### src/rtl/conv_pkg.sv
`default_nettype none
// ============================================================================
// Module      : conv_pkg
// Description : Shared types and helpers for the bit-serial two's-complement
//               to sign/magnitude converter.
//               - state_t    : FSM state encoding (IDLE, SHIFT, DONE)
//               - cnt_width  : bit-counter width, $clog2(WIDTH)
//               - most_neg   : most-negative two's-complement pattern
// Revision    : 1.0 - initial release
// ============================================================================
package conv_pkg;

   typedef enum logic [1:0] {
      IDLE  = 2'd0,
      SHIFT = 2'd1,
      DONE  = 2'd2
   } state_t;

   // Counter must reach WIDTH-1; a floor of 1 keeps the vector legal.
   function automatic int cnt_width(input int w);
      return (w > 1) ? $clog2(w) : 1;
   endfunction

   // 1 followed by w-1 zeros, right-aligned in a 64-bit container.
   function automatic logic [63:0] most_neg(input int w);
      return 64'd1 << (w - 1);
   endfunction

endpackage
`default_nettype wire

### src/rtl/complemento2_bit.sv
`default_nettype none
// ============================================================================
// Module      : complemento2_bit
// Description : One bit slice of the conditional two's-complement rule.
//               With select=1 the bit is inverted and the running carry is
//               added (ripple started at 1 by the caller); with select=0 the
//               bit and carry pass through unchanged.
// Ports       : A      in  operand bit
//               Cin    in  incoming carry
//               select in  1 = complement, 0 = pass through
//               R      out result bit
//               Cout   out outgoing carry
// Revision    : 1.0 - initial release
// ============================================================================
module complemento2_bit (
   input  logic A,
   input  logic Cin,
   input  logic select,
   output logic R,
   output logic Cout
);

   always_comb begin
      R    = A;
      Cout = Cin;
      if (select) begin
         R    = ~A ^ Cin;
         Cout = ~A & Cin;
      end
   end

endmodule
`default_nettype wire

### src/rtl/conversor_sinal_magnitude.sv
`default_nettype none
// ============================================================================
// Module      : conversor_sinal_magnitude
// Description : Bit-serial two's-complement to sign/magnitude decoder.
//               Accepts one operand on a valid/ready handshake, converts one
//               bit per clock LSB first, then presents the registered result
//               on a second valid/ready handshake.
// Ports       : clk         in   clock, rising edge
//               rst         in   asynchronous active-high reset
//               in_valid    in   in_data is valid
//               in_ready    out  block can accept an operand (state IDLE)
//               in_data     in   two's-complement operand [WIDTH-1:0]
//               out_valid   out  result is valid (state DONE)
//               out_ready   in   consumer accepts the result
//               out_sign    out  operand was negative
//               out_mag     out  |in_data| [WIDTH-1:0]
//               out_min_neg out  operand was the most-negative value
//                                (only when CONV_MINNEG_EN is defined)
// Build macro : CONV_MINNEG_EN - adds the out_min_neg flag and its register.
// Revision    : 1.0 - initial release
// ============================================================================
module conversor_sinal_magnitude
   import conv_pkg::*;
#(
   parameter int WIDTH = 4
) (
   input  logic             clk,
   input  logic             rst,
   input  logic             in_valid,
   output logic             in_ready,
   input  logic [WIDTH-1:0] in_data,
   output logic             out_valid,
   input  logic             out_ready,
   output logic             out_sign,
   output logic [WIDTH-1:0] out_mag
`ifdef CONV_MINNEG_EN
   ,
   output logic             out_min_neg
`endif
);

   localparam int             CW       = cnt_width(WIDTH);
   localparam logic [CW-1:0]  LAST_CNT = CW'(WIDTH - 1);

   // ------------------------------------------------------------------------
   // State and datapath registers
   // ------------------------------------------------------------------------
   state_t             state_q;
   state_t             state_d;
   logic [WIDTH-1:0]   sreg_q;
   logic [WIDTH-2:0]   res_q;
   logic               sign_q;
   logic               carry_q;
   logic [CW-1:0]      cnt_q;
   logic               out_sign_q;
   logic [WIDTH-1:0]   out_mag_q;

   logic               accept;
   logic               last_bit;
   logic               bit_r;
   logic               bit_cout;
   logic [WIDTH-1:0]   res_next;

   assign accept   = in_valid && (state_q == IDLE);
   assign last_bit = (state_q == SHIFT) && (cnt_q == LAST_CNT);

   // Serial result: each new bit enters at the MSB, so after WIDTH shifts
   // the first (LSB) bit has arrived at position 0.
   assign res_next = {bit_r, res_q};

   complemento2_bit u_bit (
      .A      (sreg_q[0]),
      .Cin    (carry_q),
      .select (sign_q),
      .R      (bit_r),
      .Cout   (bit_cout)
   );

   // ------------------------------------------------------------------------
   // FSM: state register
   // ------------------------------------------------------------------------
   always_ff @(posedge clk or posedge rst) begin
      if (rst) begin
         state_q <= IDLE;
      end else begin
         state_q <= state_d;
      end
   end

   // ------------------------------------------------------------------------
   // FSM: next-state logic
   // ------------------------------------------------------------------------
   always_comb begin
      state_d = state_q;
      case (state_q)
         IDLE: begin
            if (in_valid) begin
               state_d = SHIFT;
            end
         end
         SHIFT: begin
            if (cnt_q == LAST_CNT) begin
               state_d = DONE;
            end
         end
         DONE: begin
            if (out_ready) begin
               state_d = IDLE;
            end
         end
         default: state_d = IDLE;
      endcase
   end

   // ------------------------------------------------------------------------
   // FSM: outputs (pure state decode, no path from in_valid)
   // ------------------------------------------------------------------------
   always_comb begin
      in_ready  = 1'b0;
      out_valid = 1'b0;
      case (state_q)
         IDLE:    in_ready  = 1'b1;
         DONE:    out_valid = 1'b1;
         default: ;
      endcase
   end

   // ------------------------------------------------------------------------
   // Serial datapath
   // ------------------------------------------------------------------------
   always_ff @(posedge clk or posedge rst) begin
      if (rst) begin
         sreg_q     <= '0;
         res_q      <= '0;
         sign_q     <= 1'b0;
         carry_q    <= 1'b0;
         cnt_q      <= '0;
         out_sign_q <= 1'b0;
         out_mag_q  <= '0;
      end else if (accept) begin
         sreg_q  <= in_data;
         sign_q  <= in_data[WIDTH-1];
         carry_q <= 1'b1;
         cnt_q   <= '0;
      end else if (state_q == SHIFT) begin
         sreg_q  <= sreg_q >> 1;
         res_q   <= res_next[WIDTH-1:1];
         carry_q <= bit_cout;
         cnt_q   <= cnt_q + CW'(1);
         // Output registers load only once the full word is ready, so
         // they never change while out_valid is high.
         if (last_bit) begin
            out_mag_q  <= res_next;
            out_sign_q <= sign_q;
         end
      end
   end

   assign out_sign = out_sign_q;
   assign out_mag  = out_mag_q;

`ifdef CONV_MINNEG_EN
   localparam logic [WIDTH-1:0] MOST_NEG = WIDTH'(most_neg(WIDTH));

   logic min_neg_q;

   always_ff @(posedge clk or posedge rst) begin
      if (rst) begin
         min_neg_q <= 1'b0;
      end else if (accept) begin
         min_neg_q <= (in_data == MOST_NEG);
      end
   end

   assign out_min_neg = min_neg_q;
`endif

endmodule
`default_nettype wire

### config.mk
export PLATFORM = sky130hd
export DESIGN_NAME = conversor_sinal_magnitude
export DESIGN_NICKNAME = d
export VERILOG_FILES = /design/src/rtl/conv_pkg.sv /design/src/rtl/complemento2_bit.sv /design/src/rtl/conversor_sinal_magnitude.sv
export SDC_FILE = /design/constraint.sdc
export NUM_CORES = 1
export LEC_CHECK = 0
export ABC_AREA = 1
export CORE_ASPECT_RATIO = 1.4
export CORE_UTILIZATION = 25
export DETAILED_ROUTE_END_ITERATION = 6
export SLEW_MARGIN = 20
export SYNTH_ARGS = -nofsm -noshare
export SYNTH_HDL_FRONTEND = slang
export SYNTH_SLANG_ARGS = --single-unit
### constraint.sdc
create_clock -name clk -period 1.4 [get_ports clk]
set_input_delay 0.35 -clock clk [delete_from_list [all_inputs] [get_ports clk]]
set_output_delay 0.35 -clock clk [all_outputs]
set_load 0.02 [all_outputs]
## Word level (Yosys, flattened, before mapping)

Index checks and enable logic that the tools add are counted.

- Flip-flop bits (word level): 18
- Input bits: 8
- Output and inout bits: 7

- Add/subtract/negate cells: 1
- Equality and inequality tests: 6
- Multiplexer cells: 14
- Bitwise logic cells: 4
- Reduce and logical (&&, ||, !) cells: 9

Operator list:

| cell | count |
|---|---|
| $mux 2 | 5 |
| $mux 4 | 2 |
| $mux 1 | 6 |
| $ne 2x2->1 const B | 3 |
| $pmux 2 s3 | 1 |
| $reduce_and 3->1 | 2 |
| $eq 2x2->1 const B | 2 |
| $reduce_and 2->1 | 2 |
| $reduce_bool 2->1 | 2 |
| $add 2x1->2 const B | 1 |
| $eq 2x1->1 const B | 1 |
| $logic_and 1x1->1 | 2 |
| $logic_not 2->1 | 1 |
| $not 1->1 | 2 |
| $and 1x1->1 | 1 |
| $xor 1x1->1 | 1 |

## Longest topological paths before layout

- Depth in word-level cells: 5
- Mapped depth: 6
- Mapped depth without buffers: 6

## Cells and area by module

Synthesis repeated with hierarchy kept, for this count alone.

- Cells, all modules: 91
- Area, all modules: 768.2 um^2

Modules (own cells, without submodules):

| module | instances | cells each | area each (um^2) | sequential area each (um^2) |
|---|---|---|---|---|
| conversor_sinal_magnitude | 1 | 82 | 725.7 | 450.4 |
| complemento2_bit | 1 | 9 | 42.5 | 0.0 |

## Least setup slack after synthesis

Ideal clock, no wire load.

- Path kind: register to output
- Start point: register state_q[1]
- End point: output out_valid
- Data arrival time: 0.850 ns
- Data required time: 1.050 ns
- Path slack: 0.200 ns
- Cell stages (with the launch flop): 3
- Path buffers: 0
- Cells stage by stage: dfrtp_1 inv_2 nor2_1

- Longest elaborated chain between the ends: 2

RTL lines:

| element | RTL line | text |
|---|---|---|
| from (decl) | conversor_sinal_magnitude.sv:48 | `state_t state_q;` |
| from (signal assigned) | conversor_sinal_magnitude.sv:86 | `state_q <= state_d;` |
| $eq 2x2->1 | conversor_sinal_magnitude.sv:121 | `case (state_q)` |
| $mux 1 | conversor_sinal_magnitude.sv:121 |  |
| to (decl) | conversor_sinal_magnitude.sv:32 | `output logic out_valid,` |

Every way passes these cells.

## Final worst setup path

- Start point: register state_q[0]
- End point: output in_ready

- Longest elaborated chain between the ends: 2

RTL lines:

| element | RTL line | text |
|---|---|---|
| $logic_not 2->1 | conversor_sinal_magnitude.sv:121 |  |
| $mux 1 | conversor_sinal_magnitude.sv:121 |  |
| to (decl) | conversor_sinal_magnitude.sv:30 | `output logic in_ready,` |

Every way passes these cells.

==> reports/summary.txt <==
SETUP PATH
-----------------------------------------------------------------------------------------------------------------
Crit path cell chain ............................................................................... nor2_4 > buf_2
Crit-path max FO ...................................................................................            3
Worst EP required ..................................................................................      1.05 ns
Data arrival, critical path ........................................................................      0.98 ns
Kind of end point of the critical path .............................................................  output port
Cell family with the largest share of critical-path delay ..........................................   flip-flops
Slowest library cell on the worst path ............................................................. sky130_fd_sc_hd__dfrtp_1
Critical path launch point type ....................................................................     register
Worst stage delay on the critical path .............................................................      0.43 ns
Classification of the worst setup path ............................................................. register to output port
Count of buffering cells on the critical path with inverters included ..............................            1

TIMING
-----------------------------------------------------------------------------------------------------------------
Slew at the pin with the worst max-slew slack ......................................................     0.251 ns
Count of endpoints failing hold in the final timing report .........................................            0
Worst hold slack ...................................................................................     0.405 ns
Final worst-path setup slack .......................................................................    0.0661 ns
Max Fclk ...........................................................................................      750 MHz
Final cycle utilization of the critical path .......................................................        0.953
Relative max-transition margin .....................................................................        0.831
Final Max Slew Viols ...............................................................................            0
Unrepaired setup endpoints after global routing ....................................................        false
Min cycle time layout ..............................................................................      1.33 ns
Total setup violations reported at the end of the flow .............................................            0
Largest clock skew in the final design .............................................................   0.00170 ns
Summed negative setup slack over all endpoints .....................................................         0 ns

POWER
-----------------------------------------------------------------------------------------------------------------
Switching power of the nets ........................................................................       931 uW
Combinational group share of total power ...........................................................        0.438
Share of power burned in registers .................................................................        0.381
Internal power .....................................................................................      1410 uW
Static power due to leakage ........................................................................  0.000539 uW
Switching share of total power .....................................................................        0.397
Relative contribution of the clock network to total power ..........................................        0.181
Power per cell area ................................................................................  2180 nW/um2
Worst vdd ir .......................................................................................     0.836 mV

DIE
-----------------------------------------------------------------------------------------------------------------
Floorplan die width ................................................................................      50.2 um
Boundary Pins ......................................................................................           15
Starting utilization of the core area ..............................................................        0.263
Floorplan die area .................................................................................     3480 um2
Total core area ....................................................................................     3090 um2
Site Rows ..........................................................................................           24
Vertical die dimension .............................................................................      69.4 um

RUN
-----------------------------------------------------------------------------------------------------------------
Maximum capacitance violations .....................................................................            0

ROUTING
-----------------------------------------------------------------------------------------------------------------
Post-detailed-route DRC marker count ...............................................................            0
Per-cell routed wire length ........................................................................      10.5 um
Initial DRC count ..................................................................................           23
Routed Wire Length .................................................................................      1570 um
Via density per instance ...........................................................................         4.32
Number of iterations in the first detailed-routing pass ............................................            4
Vias after detailed routing ........................................................................          644
Post-detailed-route count of antenna-violating nets ................................................            0

FINISH
-----------------------------------------------------------------------------------------------------------------
Final design instance area without fill ............................................................     1070 um2
Area grow syn2layout ...............................................................................        32.4%
Number of nets in the layout .......................................................................          121
Fraction of final layout cells sized beyond drive strength 1 .......................................        0.200
Antenna Diode Count ................................................................................            0
Final Util .........................................................................................        0.347

SYNTH
-----------------------------------------------------------------------------------------------------------------
Arithmetic-cell share of the synthesized area counting full adders, half adders and majority gates .       0.0308
Distinct cells, synth ..............................................................................           15
Total of flip-flops plus latches after synthesis ...................................................           18
Cells after Synth ..................................................................................           87
Area share of and/or/nand/nor cells after synthesis ................................................        0.296
Fraction of the mapped netlist area in compound gates ..............................................       0.0724
Per-instance average area after synthesis ..........................................................     9.33 um2
Combinational family with the most area after synthesis ............................................ simple AND/OR/NAND/NOR gates
Net Count, Synth ...................................................................................           97
Yosys warns ........................................................................................            0
Seq/Total Area, Yosys ..............................................................................        0.555
Synthesized cell area ..............................................................................      812 um2
Xor/xnor share of the synthesized area .............................................................            0
Mux contribution to synthesized area ...............................................................            0

CTS
-----------------------------------------------------------------------------------------------------------------
Number of buffers inserted during clock tree synthesis .............................................            3
Clock insertion delay at the later pin of the skew report ..........................................      0.25 ns
Post-CTS Hold Fix Bufs .............................................................................            0
Clock Path Buffers .................................................................................            2
Clock root cell .................................................................................... sky130_fd_sc_hd__clkbuf_8
Maximum level of the CTS H-tree ....................................................................            1
Clock tree from TritonCTS ..........................................................................        built
Sink Count .........................................................................................           18
Clock edge transition at the registers on the reported setup and hold paths ........................      0.07 ns

PLACEMENT
-----------------------------------------------------------------------------------------------------------------
Total placed instance area .........................................................................     1030 um2
Worst slack, placed ................................................................................    -0.139 ns
Post-detailed-placement half-perimeter wirelength ..................................................      1150 um
Count of buffers from port buffering ...............................................................           14
Final estimated routing congestion in global placement .............................................        0.744

STATUS
-----------------------------------------------------------------------------------------------------------------
Status .............................................................................................    completed

GLOBAL ROUTING
-----------------------------------------------------------------------------------------------------------------
Pin count of the biggest net entering global routing ...............................................           19
First-pass GRT wire length .........................................................................      2870 um
Total congestion overflow after global routing .....................................................            0
Vias in the first global route .....................................................................          651
Initial antenna violation count ....................................................................            0
GR Util All Layers .................................................................................        0.108

MIN PATH
-----------------------------------------------------------------------------------------------------------------
Path type of the worst min-delay path .............................................................. input port to asynchronous set/reset pin

## power groups by stage
stage / clock network (uW) / logic, uW / registers [uW]
6_report: 424 / 1030 / 893
5_1_grt: 464 / 1170 / 926
4_1_cts: 440 / 1040 / 896
3_5_place_dp: 0 / 1070 / 908
3_3_place_gp: 0 / 1060 / 894
2_1_floorplan: 0 / 663 / 932
## layout by cell type (no fill, tap or decap)
master                            Yosys  final
sky130_fd_sc_hd__buf_2                0      2
sky130_fd_sc_hd__buf_4                0      6
sky130_fd_sc_hd__clkbuf_8             0      4
sky130_fd_sc_hd__clkdlybuf4s50_1      0      7
sky130_fd_sc_hd__dfrtp_1             18     17
sky130_fd_sc_hd__dfrtp_2              0      1
sky130_fd_sc_hd__dlygate4sd2_1        0      5
sky130_fd_sc_hd__ha_1                 2      2
sky130_fd_sc_hd__inv_1                5      5
sky130_fd_sc_hd__inv_2                2      2
sky130_fd_sc_hd__nand2_1             34     34
sky130_fd_sc_hd__nand2_2              1      1
sky130_fd_sc_hd__nand2_4              2      2
sky130_fd_sc_hd__nand3_1              8      8
sky130_fd_sc_hd__nand4_1              1      1
sky130_fd_sc_hd__nor2_1               1      1
sky130_fd_sc_hd__nor2_4               3      3
sky130_fd_sc_hd__o21ai_0              7      7
sky130_fd_sc_hd__o21ai_4              1      1
sky130_fd_sc_hd__o31ai_1              1      1
## state kept, by name (all words and copies together) (netlist names)
signal	count
out_mag	4
cnt_q	2
sreg_q	4
res_q	3
state_q	2
carry_q	1
out_sign	1
sign_q	1
## metal layers
| layer | vias to the layer above | track usage | part of all wire |
|---|---|---|---|
| met5 | - | 0 | 0 |
| met4 | 0 | 0.0571 | 0.023 |
| met3 | 4 | 0.0197 | 0.038 |
| met2 | 14 | 0.170 | 0.46 |
| met1 | 299 | 0.138 | 0.48 |
| li1 | 327 | - | - |
## metrics by stage
| stage | power [uW] | instances |
|---|---|---|
| 3_5_place_dp | 1980 | 144 |
| 2_1_floorplan | 1590 | 87 |
| 3_3_place_gp | 1960 | 144 |
| 6_report | 2350 | 149 |
| 4_1_cts | 2380 | 149 |
| 5_1_grt | 2560 | 149 |
## cell type report
| class | count | area (um2) |
|---|---|---|
| fill | 337 | 2020 |
| sequential | 18 | 452 |
| multi-input combinational | 61 | 324 |
| timing repair buffer | 20 | 169 |
| clock buffer | 4 | 55.1 |
| tap | 39 | 48.8 |
| inverter | 7 | 26.3 |
## logic make-up (layout without fill, tap and decap cells)
logic type | after synthesis | count (layout)
compound gates | 9 | 9
fa+ha+maj | 2 | 2
buf+inv | 8 | 31
simple gates | 50 | 50
flops | 18 | 18
## final timing paths
path                            startpoint         end  slack (ns)  cells past startpoint
worst min-delay path                   rst    res_q[1]        0.40                      3
max in group asynchronous              rst  state_q[1]        0.78                      3
worst min register to register  out_mag[1]  out_mag[1]        0.47                      2
worst max-delay path            state_q[0]    in_ready        0.07                      2
min in group clk                out_mag[1]  out_mag[1]        0.47                      2
worst max register to register  state_q[0]  out_mag[3]        0.16                      7
## worst register-to-register path, cell delays in order, from the launching register on
cell,delay [ns]
sky130_fd_sc_hd__dfrtp_1,0.42
sky130_fd_sc_hd__buf_4,0.15
sky130_fd_sc_hd__buf_4,0.10
sky130_fd_sc_hd__inv_2,0.04
sky130_fd_sc_hd__nor2_4,0.20
sky130_fd_sc_hd__nand2_4,0.11
sky130_fd_sc_hd__nand2_1,0.07
sky130_fd_sc_hd__nand2_1,0.05
## what timing repair did
item / in CTS / in global routing
buffers inserted: 1 / 0
endpoints found under the setup margin: 7 / 0
resized for setup: 14 / 0
## Yosys cell counts
library cell | n | share of area
sky130_fd_sc_hd__o31ai_1 | 1 | 0.0092
sky130_fd_sc_hd__inv_2 | 2 | 0.0092
sky130_fd_sc_hd__nor2_1 | 1 | 0.0046
sky130_fd_sc_hd__nand2_2 | 1 | 0.0077
sky130_fd_sc_hd__nand4_1 | 1 | 0.0077
sky130_fd_sc_hd__o21ai_0 | 7 | 0.043
sky130_fd_sc_hd__inv_1 | 5 | 0.023
sky130_fd_sc_hd__o21ai_4 | 1 | 0.020
sky130_fd_sc_hd__dfrtp_1 | 18 | 0.55
sky130_fd_sc_hd__buf_6 | 1 | 0.014
sky130_fd_sc_hd__nand3_1 | 8 | 0.049
sky130_fd_sc_hd__nand2_1 | 34 | 0.16
sky130_fd_sc_hd__ha_1 | 2 | 0.031
sky130_fd_sc_hd__nor2_4 | 3 | 0.042
sky130_fd_sc_hd__nand2_4 | 2 | 0.028
Power figures use the tool's default switching activity.
